File: src/rtl/frog_row_pkg.sv
// frog_pkg: shared types and helpers for the Frogger playfield row.
//   move_t      - decoded move request for one cycle
//   decode_move - L/R/U/D pulses to move_t; zero or several asserted -> MV_NONE
//   onehot      - MAX_WIDTH-bit vector with only bit idx set
package frog_pkg;

   typedef enum logic [2:0] {MV_NONE, MV_L, MV_R, MV_U, MV_D} move_t;

   // Widest row the onehot helper can build; rows slice the low WIDTH bits.
   localparam int MAX_WIDTH = 64;

   function automatic move_t decode_move(input logic l, input logic r,
                                         input logic u, input logic d);
      move_t m;
      case ({l, r, u, d})
         4'b1000: m = MV_L;
         4'b0100: m = MV_R;
         4'b0010: m = MV_U;
         4'b0001: m = MV_D;
         default: m = MV_NONE;
      endcase
      return m;
   endfunction

   function automatic logic [MAX_WIDTH-1:0] onehot(input int unsigned idx);
      return {{(MAX_WIDTH-1){1'b0}}, 1'b1} << idx;
   endfunction

endpackage

File: src/rtl/frog_row_if.sv
// frog_row_if: move/hit pulses shared by every row of the playfield.
//   L, R, U, D - single-cycle move pulses (already edge-detected)
//   hit        - collision pulse
//   master drives the pulses, slave (each frog_row) samples them.
interface frog_row_if;
   logic L;
   logic R;
   logic U;
   logic D;
   logic hit;

   modport master (output L, R, U, D, hit);
   modport slave  (input  L, R, U, D, hit);
endinterface

File: src/rtl/frog_row_cell.sv
// frog_row_cell: next-state logic and flop for one column of a frog row.
//   src_l / src_r   - bit that moves into this column on L / R (neighbour
//                     column, wrapped copy, or 0 at a clamped edge)
//   hold_l / hold_r - this column is the clamp edge for L / R: keep own bit
//   above_bit / below_bit - same column of the row above / below
//   move, hit       - decoded move (already masked by hold-off) and collision
//   rst_val         - value on reset and on hit
//   top_edge / bottom_edge - row has no neighbour above / below
//   bit_q           - registered frog light for this column
import frog_pkg::*;

module frog_row_cell (
   input  logic  clk,
   input  logic  reset,
   input  logic  src_l,
   input  logic  src_r,
   input  logic  hold_l,
   input  logic  hold_r,
   input  logic  above_bit,
   input  logic  below_bit,
   input  move_t move,
   input  logic  hit,
   input  logic  rst_val,
   input  logic  top_edge,
   input  logic  bottom_edge,
   output logic  bit_q
);

   logic bit_d;

   always_comb begin
      bit_d = bit_q;
      if (hit) begin
         bit_d = rst_val;
      end else begin
         case (move)
            MV_L: bit_d = src_l | (hold_l & bit_q);
            MV_R: bit_d = src_r | (hold_r & bit_q);
            // Vertical: the frog leaves unless this is the edge row, and
            // arrives from the neighbour unless there is none on that side.
            MV_U: bit_d = (top_edge & bit_q) | (~bottom_edge & below_bit);
            MV_D: bit_d = (bottom_edge & bit_q) | (~top_edge & above_bit);
            default: bit_d = bit_q;
         endcase
      end
   end

   always_ff @(posedge clk or posedge reset) begin
      if (reset) bit_q <= rst_val;
      else       bit_q <= bit_d;
   end

endmodule

File: src/rtl/frog_row.sv
// frog_row: one playfield row holding the frog's column as a one-hot (or
// empty) vector. Rows are chained through aboveRow/belowRow and all update
// on the same edge, so a vertical handoff never duplicates or loses the frog.
//   clk, reset  - clock, asynchronous active-high reset
//   ctl         - shared L/R/U/D/hit pulses (slave modport)
//   aboveRow    - row output of the row above
//   belowRow    - row output of the row below
//   row         - frog lights, one-hot or zero
//   occupied    - frog is in this row
//   frogCol     - index of the lowest set bit, 0 when empty
//   busy        - respawn hold-off active, moves ignored
import frog_pkg::*;

module frog_row #(
   parameter int WIDTH          = 16,
   parameter int IS_START       = 0,
   parameter int START_COL      = WIDTH/2-1,
   parameter int WRAP           = 1,
   parameter int TOP_EDGE       = 0,
   parameter int BOTTOM_EDGE    = 0,
   parameter int RESPAWN_CYCLES = 0
) (
   input  logic                     clk,
   input  logic                     reset,
   frog_row_if.slave                ctl,
   input  logic [WIDTH-1:0]         aboveRow,
   input  logic [WIDTH-1:0]         belowRow,
   output logic [WIDTH-1:0]         row,
   output logic                     occupied,
   output logic [$clog2(WIDTH)-1:0] frogCol,
   output logic                     busy
);

   localparam int COL_W = $clog2(WIDTH);
   localparam int CNT_W = (RESPAWN_CYCLES == 0) ? 1 : $clog2(RESPAWN_CYCLES+1);

   localparam logic [MAX_WIDTH-1:0] RST_FULL = (IS_START != 0) ? onehot(START_COL) : '0;
   localparam logic [WIDTH-1:0]     RST_ROW  = RST_FULL[WIDTH-1:0];
   localparam logic [CNT_W-1:0]     RELOAD   = CNT_W'(RESPAWN_CYCLES);

   logic [WIDTH-1:0] row_bits;
   logic [WIDTH-1:0] src_l;
   logic [WIDTH-1:0] src_r;
   logic [CNT_W-1:0] cnt_q;
   logic [CNT_W-1:0] cnt_d;
   move_t            move_eff;

   // ---------------- hold-off counter ----------------
   always_comb begin
      cnt_d = cnt_q;
      if (ctl.hit)            cnt_d = RELOAD;
      else if (cnt_q != '0)   cnt_d = cnt_q - 1'b1;
   end

   always_ff @(posedge clk or posedge reset) begin
      if (reset) cnt_q <= '0;
      else       cnt_q <= cnt_d;
   end

   assign busy = (cnt_q != '0);

   always_comb begin
      move_eff = MV_NONE;
      if (!busy) move_eff = decode_move(ctl.L, ctl.R, ctl.U, ctl.D);
   end

   // ---------------- column cells ----------------
   // L moves toward higher index, so column c is fed from c-1; R from c+1.
   // Edge columns take the wrapped bit, or nothing when clamping.
   for (genvar c = 0; c < WIDTH; c++) begin : g_col
      if (c == 0) begin : g_l_edge
         assign src_l[c] = (WRAP != 0) ? row_bits[WIDTH-1] : 1'b0;
      end else begin : g_l_mid
         assign src_l[c] = row_bits[c-1];
      end

      if (c == WIDTH-1) begin : g_r_edge
         assign src_r[c] = (WRAP != 0) ? row_bits[0] : 1'b0;
      end else begin : g_r_mid
         assign src_r[c] = row_bits[c+1];
      end

      frog_row_cell u_cell (
         .clk         (clk),
         .reset       (reset),
         .src_l       (src_l[c]),
         .src_r       (src_r[c]),
         .hold_l      ((WRAP == 0) && (c == WIDTH-1)),
         .hold_r      ((WRAP == 0) && (c == 0)),
         .above_bit   (aboveRow[c]),
         .below_bit   (belowRow[c]),
         .move        (move_eff),
         .hit         (ctl.hit),
         .rst_val     (RST_ROW[c]),
         .top_edge    (TOP_EDGE != 0),
         .bottom_edge (BOTTOM_EDGE != 0),
         .bit_q       (row_bits[c])
      );
   end

   assign row      = row_bits;
   assign occupied = |row_bits;

   // Priority encoder, lowest set bit wins (downward scan, last hit kept).
   always_comb begin
      frogCol = '0;
      for (int i = WIDTH-1; i >= 0; i--) begin
         if (row_bits[i]) frogCol = COL_W'(i);
      end
   end

endmodule

File: src/flat_wrapper.sv
// flat-port wrapper written by rule: the top's interface ports become plain ports
module frog_row_flat 
#(
   parameter int WIDTH          = 16,
   parameter int IS_START       = 0,
   parameter int START_COL      = WIDTH/2-1,
   parameter int WRAP           = 1,
   parameter int TOP_EDGE       = 0,
   parameter int BOTTOM_EDGE    = 0,
   parameter int RESPAWN_CYCLES = 0
)
  (clk, reset, aboveRow, belowRow, row, occupied, frogCol, busy, ctl_L, ctl_R, ctl_U, ctl_D, ctl_hit);
  frog_row_if ctl_i ();
  input  logic clk;
  input  logic reset;
  input  logic [WIDTH-1:0] aboveRow;
  input  logic [WIDTH-1:0] belowRow;
  output logic [WIDTH-1:0] row;
  output logic occupied;
  output logic [$clog2(WIDTH)-1:0] frogCol;
  output logic busy;
  input wire logic [$bits(ctl_i.L)-1:0] ctl_L;
  input wire logic [$bits(ctl_i.R)-1:0] ctl_R;
  input wire logic [$bits(ctl_i.U)-1:0] ctl_U;
  input wire logic [$bits(ctl_i.D)-1:0] ctl_D;
  input wire logic [$bits(ctl_i.hit)-1:0] ctl_hit;
  assign ctl_i.L = ctl_L;
  assign ctl_i.R = ctl_R;
  assign ctl_i.U = ctl_U;
  assign ctl_i.D = ctl_D;
  assign ctl_i.hit = ctl_hit;
  frog_row #(.WIDTH(WIDTH), .IS_START(IS_START), .START_COL(START_COL), .WRAP(WRAP), .TOP_EDGE(TOP_EDGE), .BOTTOM_EDGE(BOTTOM_EDGE), .RESPAWN_CYCLES(RESPAWN_CYCLES)) u_core (.clk(clk), .reset(reset), .ctl(ctl_i), .aboveRow(aboveRow), .belowRow(belowRow), .row(row), .occupied(occupied), .frogCol(frogCol), .busy(busy));
endmodule
File: config.mk
export PLATFORM = sky130hd
export DESIGN_NAME = frog_row_flat
export DESIGN_NICKNAME = d
export VERILOG_FILES = /design/src/rtl/frog_row_pkg.sv /design/src/rtl/frog_row_if.sv /design/src/rtl/frog_row_cell.sv /design/src/rtl/frog_row.sv /design/src/flat_wrapper.sv
export SDC_FILE = /design/constraint.sdc
export NUM_CORES = 1
export LEC_CHECK = 0
export BUFFER_PORTS_ARGS = -buffer_cell sky130_fd_sc_hd__clkbuf_2
export CAP_MARGIN = 20
export CORE_MARGIN = 3
export CORE_UTILIZATION = 30
export CTS_CLUSTER_SIZE = 25
export DETAILED_ROUTE_END_ITERATION = 10
export GPL_TIMING_DRIVEN = 0
export SLEW_MARGIN = 20
export SYNTH_ARGS = -nofsm -noshare
export SYNTH_HDL_FRONTEND = slang
export SYNTH_SLANG_ARGS = --single-unit
File: constraint.sdc
create_clock -name clk -period 1.75 [get_ports clk]
set_clock_uncertainty 0.2 [all_clocks]
set_input_delay 0.35 -clock clk [delete_from_list [all_inputs] [get_ports clk]]
set_output_delay 0.35 -clock clk [all_outputs]
set_load 0.1 [all_outputs]
==> results of run 1 <==
-- cells in the final DEF, fill, tap and decap left out, types with 2 or more instances in the layout --
master	count
nand2b_1	2
buf_6	7
clkbuf_8	10
nor2_4	3
buf_2	7
a32oi_1	2
nor4_4	2
o21ai_0	6
a21oi_1	5
nand3_1	2
o21ai_1	2
nor2_1	7
a311oi_1	2
clkbuf_16	5
nand2_1	10
inv_1	6
buf_8	5
clkbuf_4	4
buf_4	36
a22oi_1	25
o22ai_1	12
nor2b_1	3
a22o_1	14
nor2_2	4
a211oi_1	2
dfrtp_2	16
clkbuf_2	38
-- cell type report --
class / count / area share (%)
clock buffer: 4 / 2.20
sequential: 16 / 16.8
multi-input combinational: 130 / 40.1
timing repair buffer: 79 / 26.8
tap: 67 / 3.36
inverter: 8 / 1.30
buffer: 31 / 9.41
-- kinds of logic (layout without fill, tap and decap cells) --
kind of cell,count (synthesis),in the layout,share of synthesized area [%]
and+or+nand+nor,43,43,14.4
other,1,1,0.239
AOI/OAI and AO/OA,86,86,42.7
DFF,16,16,25.6
buffers and inverters,39,122,17.1
-- repair_timing --
item / in CTS / in global routing
gates resized for setup: 69 / 11
buffers inserted: 17 / 2
hold buffers: 1 / 0
hold endpoints to repair: 16 / 0
pin swaps: 9 / 6
endpoints found under the setup margin: 21 / 15
-- path summary, 6_finish.rpt --
check                                                          start                                        end  slack [ps]  cells past startpoint
min in group asynchronous                                      reset   u_core.g_col[7].u_cell.bit_q$_DFFE_PP0P_         510                      3
setup reg to reg            u_core.g_col[4].u_cell.bit_q$_DFFE_PP0P_   u_core.g_col[5].u_cell.bit_q$_DFFE_PP0P_         320                      4
max in group asynchronous                                      reset  u_core.g_col[12].u_cell.bit_q$_DFFE_PP0P_         410                      3
hold / removal                                               ctl_hit  u_core.g_col[15].u_cell.bit_q$_DFFE_PP0P_         120                      2
setup / recovery           u_core.g_col[12].u_cell.bit_q$_DFFE_PP0P_                                 frogCol[1]        -470                      5
hold reg to reg             u_core.g_col[9].u_cell.bit_q$_DFFE_PP0P_   u_core.g_col[9].u_cell.bit_q$_DFFE_PP0P_         430                      1
-- power breakdown --
| part | switching [W] | total (W) | internal (W) |
|---|---|---|---|
| Combinational | 0.000598 | 0.000975 | 0.000378 |
| Clock | 0.000125 | 0.000324 | 0.000199 |
| Sequential | 0.0000369 | 0.000427 | 0.000390 |
| Total | 0.000759 | 0.00173 | 0.000967 |
-- synthesized netlist by cell type, drive strengths merged, types with 2 or more instances --
cell type,instances,area [um2]
nand3,3,15.0
nor2b,4,27.5
o31ai,2,28.8
o22ai,13,81.3
o21ai,8,40.0
a32oi,2,17.5
a21boi,3,22.5
dfrtp,16,400
nor2,14,52.6
a22o,14,123
nor4,2,12.5
a21oi,6,41.3
a311oi,2,17.5
buf,30,226
inv,8,32.5
nand2b,2,12.5
a22oi,25,188
a211oi,2,15.0
nor3,2,10.0
nand2,11,41.3
-- per-stage QoR --
stage,cells,instance area (um2)
CTS,333,2460
floorplan,185,1610
global placement,311,1990
finish,335,2500
global route,335,2500
detailed placement,311,1990
-- layer usage --
metal  wire length (um)  share of wire, %  vias to the layer above
li1                   -                 -                      870
met2               2680                50                       70
met4                 99               1.8                        0
met1               2310                43                      880
met5                  0                 0                        -
met3                267               5.0                        8
-- worst max-delay path: stages, from the launching register on --
cell and delay (ps):
dfrtp_2 430, o31ai_2 250, a211oi_1 100, o31a_1 280, nor3_4 140, clkbuf_16 230
==> flow_metrics.env, run 1 <==
export IMPL_die_h_um=78.3
export IMPL_root_buffer="clkbuf_8"
export IMPL_drive_gt1_share_pct=57.1
export IMPL_final_util_pct=51.2
export IMPL_clk_path_buf_depth=2
export IMPL_drv_cap=0
export IMPL_critPathKind="flip-flop to primary output"
export IMPL_cp_arrival_ps=1670
export IMPL_drt_iter0_drc=109
export IMPL_die_area_um2=6120
export IMPL_wirelength_um=5360
export IMPL_ys_seq_area_share_pct=25.6
export IMPL_ys_ff_latch=16
export IMPL_antennaDiodeCount=0
export IMPL_area_growth_synth_to_final_pct=59.5
export IMPL_hold_violations=0
export IMPL_hpwl_um=3760
export IMPL_grt_max_degree=17
export IMPL_ir_drop_v=0.000426
export IMPL_post_drt_wl_per_cell_um=16.0
export IMPL_fin_setup_tns_ps=-1890
export IMPL_die_w_um=78.3
export IMPL_min_period_over_period_pct=127
export IMPL_use_met2_pct=29.5
export IMPL_max_slew_margin_pct=59.6
export IMPL_met3_usage_pct=1.49
export IMPL_setup_viol=5
export IMPL_status="complete, but fails checks"
export IMPL_antenna_found_initial=0
export IMPL_ys_flop_type="dfrtp_1"
export IMPL_regMostFlops="u_core.g_col.u_cell.bit_q"
export IMPL_ys_warn_count=0
export IMPL_p_leak_nw=1.10
export IMPL_io_buffers=59
export IMPL_routabilityCongestion=0.819
export IMPL_core_rowCount=25
export IMPL_seqCellArea_um2=420
export IMPL_fin_crit_ps=2220
export IMPL_use_met1_pct=22.5
export IMPL_synthArstFlopShare_pct=100
export IMPL_syn_inst=185
export IMPL_place_ws_ps=-579
export IMPL_synth_edf_count=0
export IMPL_hold_class="primary input to flip-flop"
export IMPL_start_kind="flip-flop"
export IMPL_htreeDepth=1
export IMPL_fin_ws_ps=-471
export IMPL_fp_coreArea_um2=4880
export IMPL_synth_area_per_cell_um2=8.47
export IMPL_rsz0062_at_grt="true"
export IMPL_cp_max_fo=3
export IMPL_whs_ps=119
export IMPL_endpoint_kind="primary output"
export IMPL_ys_types=45
export IMPL_syn_area_um2=1570
export IMPL_power_per_cell_area_nw_per_um2=691
export IMPL_post_drt_via_cell_ratio=5.46
export IMPL_fill_cells=472
export IMPL_reg_top3="u_core.g_col.u_cell.bit_q: 16 flops"
export IMPL_finalMaxSlewViolations=0
export IMPL_vias=1828
export IMPL_max_slew_worst_pin_slew_ps=605
export IMPL_clock_latency_ps=250
export IMPL_mappedNetlistNets=224
export IMPL_largest_reg_flops=16
export IMPL_grt_overflow_total=0
export IMPL_finalPower_w=0.00173
export IMPL_cts_tree="built"
export IMPL_first_pass_iters=4
export IMPL_boundaryPins=61
export IMPL_worstPathRequired_ps=1200
export IMPL_grt_total_usage_pct=17.2
export IMPL_drc_errors=0
export IMPL_nNetsFinal=308
export IMPL_cts_buffers=3
export IMPL_ant_nets=0
export IMPL_multi_input_area_um2=1000
export IMPL_violations="negative setup slack"
export IMPL_start_util_pct=32.1
export IMPL_cts_sink_count=16
export IMPL_max_freq_mhz=450
export IMPL_grt_pass1_vias=1822
export IMPL_clk_pin_slew_ps=60
export IMPL_top_usage_layer="met2"
export IMPL_grt_first_pass_wirelength_um=8560
(Power assumes the default switching activity.)
==> inputs of run 2 (changes only) <==
- RECOVER_POWER: unset -> 25
==> flow_metrics.env, run 2 (synthesized netlist as in run 1, its figures left out) <==
export IMPL_core_rowCount=25
export IMPL_ir_drop_v=0.000426
export IMPL_grt_total_usage_pct=17.2
export IMPL_drive_gt1_share_pct=56.7
export IMPL_max_slew_margin_pct=59.7
export IMPL_max_freq_mhz=450
export IMPL_reg_top3="u_core.g_col.u_cell.bit_q: 16 flops"
export IMPL_setup_viol=6
export IMPL_die_w_um=78.3
export IMPL_grt_overflow_total=0
export IMPL_ant_nets=0
export IMPL_post_drt_wl_per_cell_um=15.9
export IMPL_grt_max_degree=17
export IMPL_post_drt_via_cell_ratio=5.45
export IMPL_hold_violations=0
export IMPL_start_kind="flip-flop"
export IMPL_max_slew_worst_pin_slew_ps=604
export IMPL_io_buffers=59
export IMPL_htreeDepth=1
export IMPL_fin_setup_tns_ps=-1900
export IMPL_finalMaxSlewViolations=0
export IMPL_fin_crit_ps=2220
export IMPL_die_area_um2=6120
export IMPL_clock_latency_ps=250
export IMPL_first_pass_iters=5
export IMPL_regMostFlops="u_core.g_col.u_cell.bit_q"
export IMPL_drv_cap=0
export IMPL_violations="negative setup slack"
export IMPL_drt_iter0_drc=107
export IMPL_power_per_cell_area_nw_per_um2=692
export IMPL_drc_errors=0
export IMPL_worstPathRequired_ps=1200
export IMPL_root_buffer="clkbuf_8"
export IMPL_finalPower_w=0.00173
export IMPL_min_period_over_period_pct=127
export IMPL_fp_coreArea_um2=4880
export IMPL_routabilityCongestion=0.819
export IMPL_grt_pass1_vias=1822
export IMPL_wirelength_um=5330
export IMPL_grt_first_pass_wirelength_um=8560
export IMPL_nNetsFinal=308
export IMPL_clk_path_buf_depth=2
export IMPL_cts_sink_count=16
export IMPL_clk_pin_slew_ps=60
export IMPL_boundaryPins=61
export IMPL_cp_max_fo=3
export IMPL_hpwl_um=3760
export IMPL_start_util_pct=32.1
export IMPL_vias=1825
export IMPL_endpoint_kind="primary output"
export IMPL_p_leak_nw=1.10
export IMPL_status="complete, but fails checks"
export IMPL_cts_tree="built"
export IMPL_rsz0062_at_grt="true"
export IMPL_hold_class="primary input to flip-flop"
export IMPL_layout_commonest_cell="clkbuf_2"
export IMPL_area_growth_synth_to_final_pct=59.3
export IMPL_worst_r2r_setup_slack_ps=320
export IMPL_cp_arrival_ps=1670
export IMPL_cts_buffers=3
export IMPL_final_cell_mix="38 x clkbuf_2, 35 x buf_4, 25 x a22oi_1"
export IMPL_die_h_um=78.3
export IMPL_antenna_found_initial=0
export IMPL_critPathKind="flip-flop to primary output"
export IMPL_largest_reg_flops=16
export IMPL_antennaDiodeCount=0
export IMPL_fin_ws_ps=-471
==> run 2: area by class of cell <==
cell class | count | area, um2
multi-input cells | 130 | 1000
inverters | 8 | 32.5
flip-flops and latches | 16 | 420
fillers | 474 | 2380
well taps | 67 | 83.8
plain buffers | 31 | 235
repair buffers | 79 | 667
clock buffers | 4 | 55.1
==> run 2: stage by stage <==
step | cell area [um2] | util (%) | instances | hold WS [ps] | worst slack [ps]
6_report | 2490 | 51.1 | 335 | 119 | -471
5_1_grt | 2490 | 51.1 | 335 | 107 | -556
4_1_cts | 2460 | 50.5 | 333 | 110 | -453
3_5_place_dp | 1990 | 40.8 | 311 | 229 | -579
3_3_place_gp | 1990 | 40.8 | 311 | 232 | -578
2_1_floorplan | 1610 | - | 185 | 63.7 | -563
==> run 2: metal layers <==
layer / GRT usage (%) / share of wire (%) / vias to the layer above
met2: 29.5 / 50 / 68
met5: 0 / 0 / -
met4: 6.64 / 2.1 / 0
met1: 22.5 / 43 / 876
li1: - / - / 871
met3: 1.49 / 4.7 / 10
==> run 2: worst paths after layout <==
check	depth (start not counted)	endpoint	startpoint
hold reg to reg	1	u_core.g_col[10].u_cell.bit_q$_DFFE_PP0P_	u_core.g_col[10].u_cell.bit_q$_DFFE_PP0P_
max in group asynchronous	3	u_core.g_col[12].u_cell.bit_q$_DFFE_PP0P_	reset
setup / recovery	5	frogCol[1]	u_core.g_col[12].u_cell.bit_q$_DFFE_PP0P_
min in group asynchronous	3	u_core.g_col[7].u_cell.bit_q$_DFFE_PP0P_	reset
setup reg to reg	4	u_core.g_col[5].u_cell.bit_q$_DFFE_PP0P_	u_core.g_col[4].u_cell.bit_q$_DFFE_PP0P_
hold / removal	2	u_core.g_col[15].u_cell.bit_q$_DFFE_PP0P_	ctl_hit
==> run 2: critical path, cell delays in order, from the launching register on <==
cell and delay (ps):
dfrtp_2 430, o31ai_2 250, a211oi_1 100, o31a_1 280
nor3_4 140, clkbuf_16 230
==> run 2: report_power, final <==
group | internal (W) | switching, W | total [W] | leakage (nW)
Clock | 0.000199 | 0.000126 | 0.000325 | 0.0288
Sequential | 0.000390 | 0.0000368 | 0.000427 | 0.194
Combinational | 0.000377 | 0.000597 | 0.000974 | 0.877
==> run 2: what timing repair did <==
action                                  4_1_cts  5_1_grt
endpoints found under the hold margin        16        0
hold buffers                                  1        0
gates resized for setup                      69       11
buffers inserted                             17        2
pin swaps                                     9        6
endpoints found under the setup margin       21       15
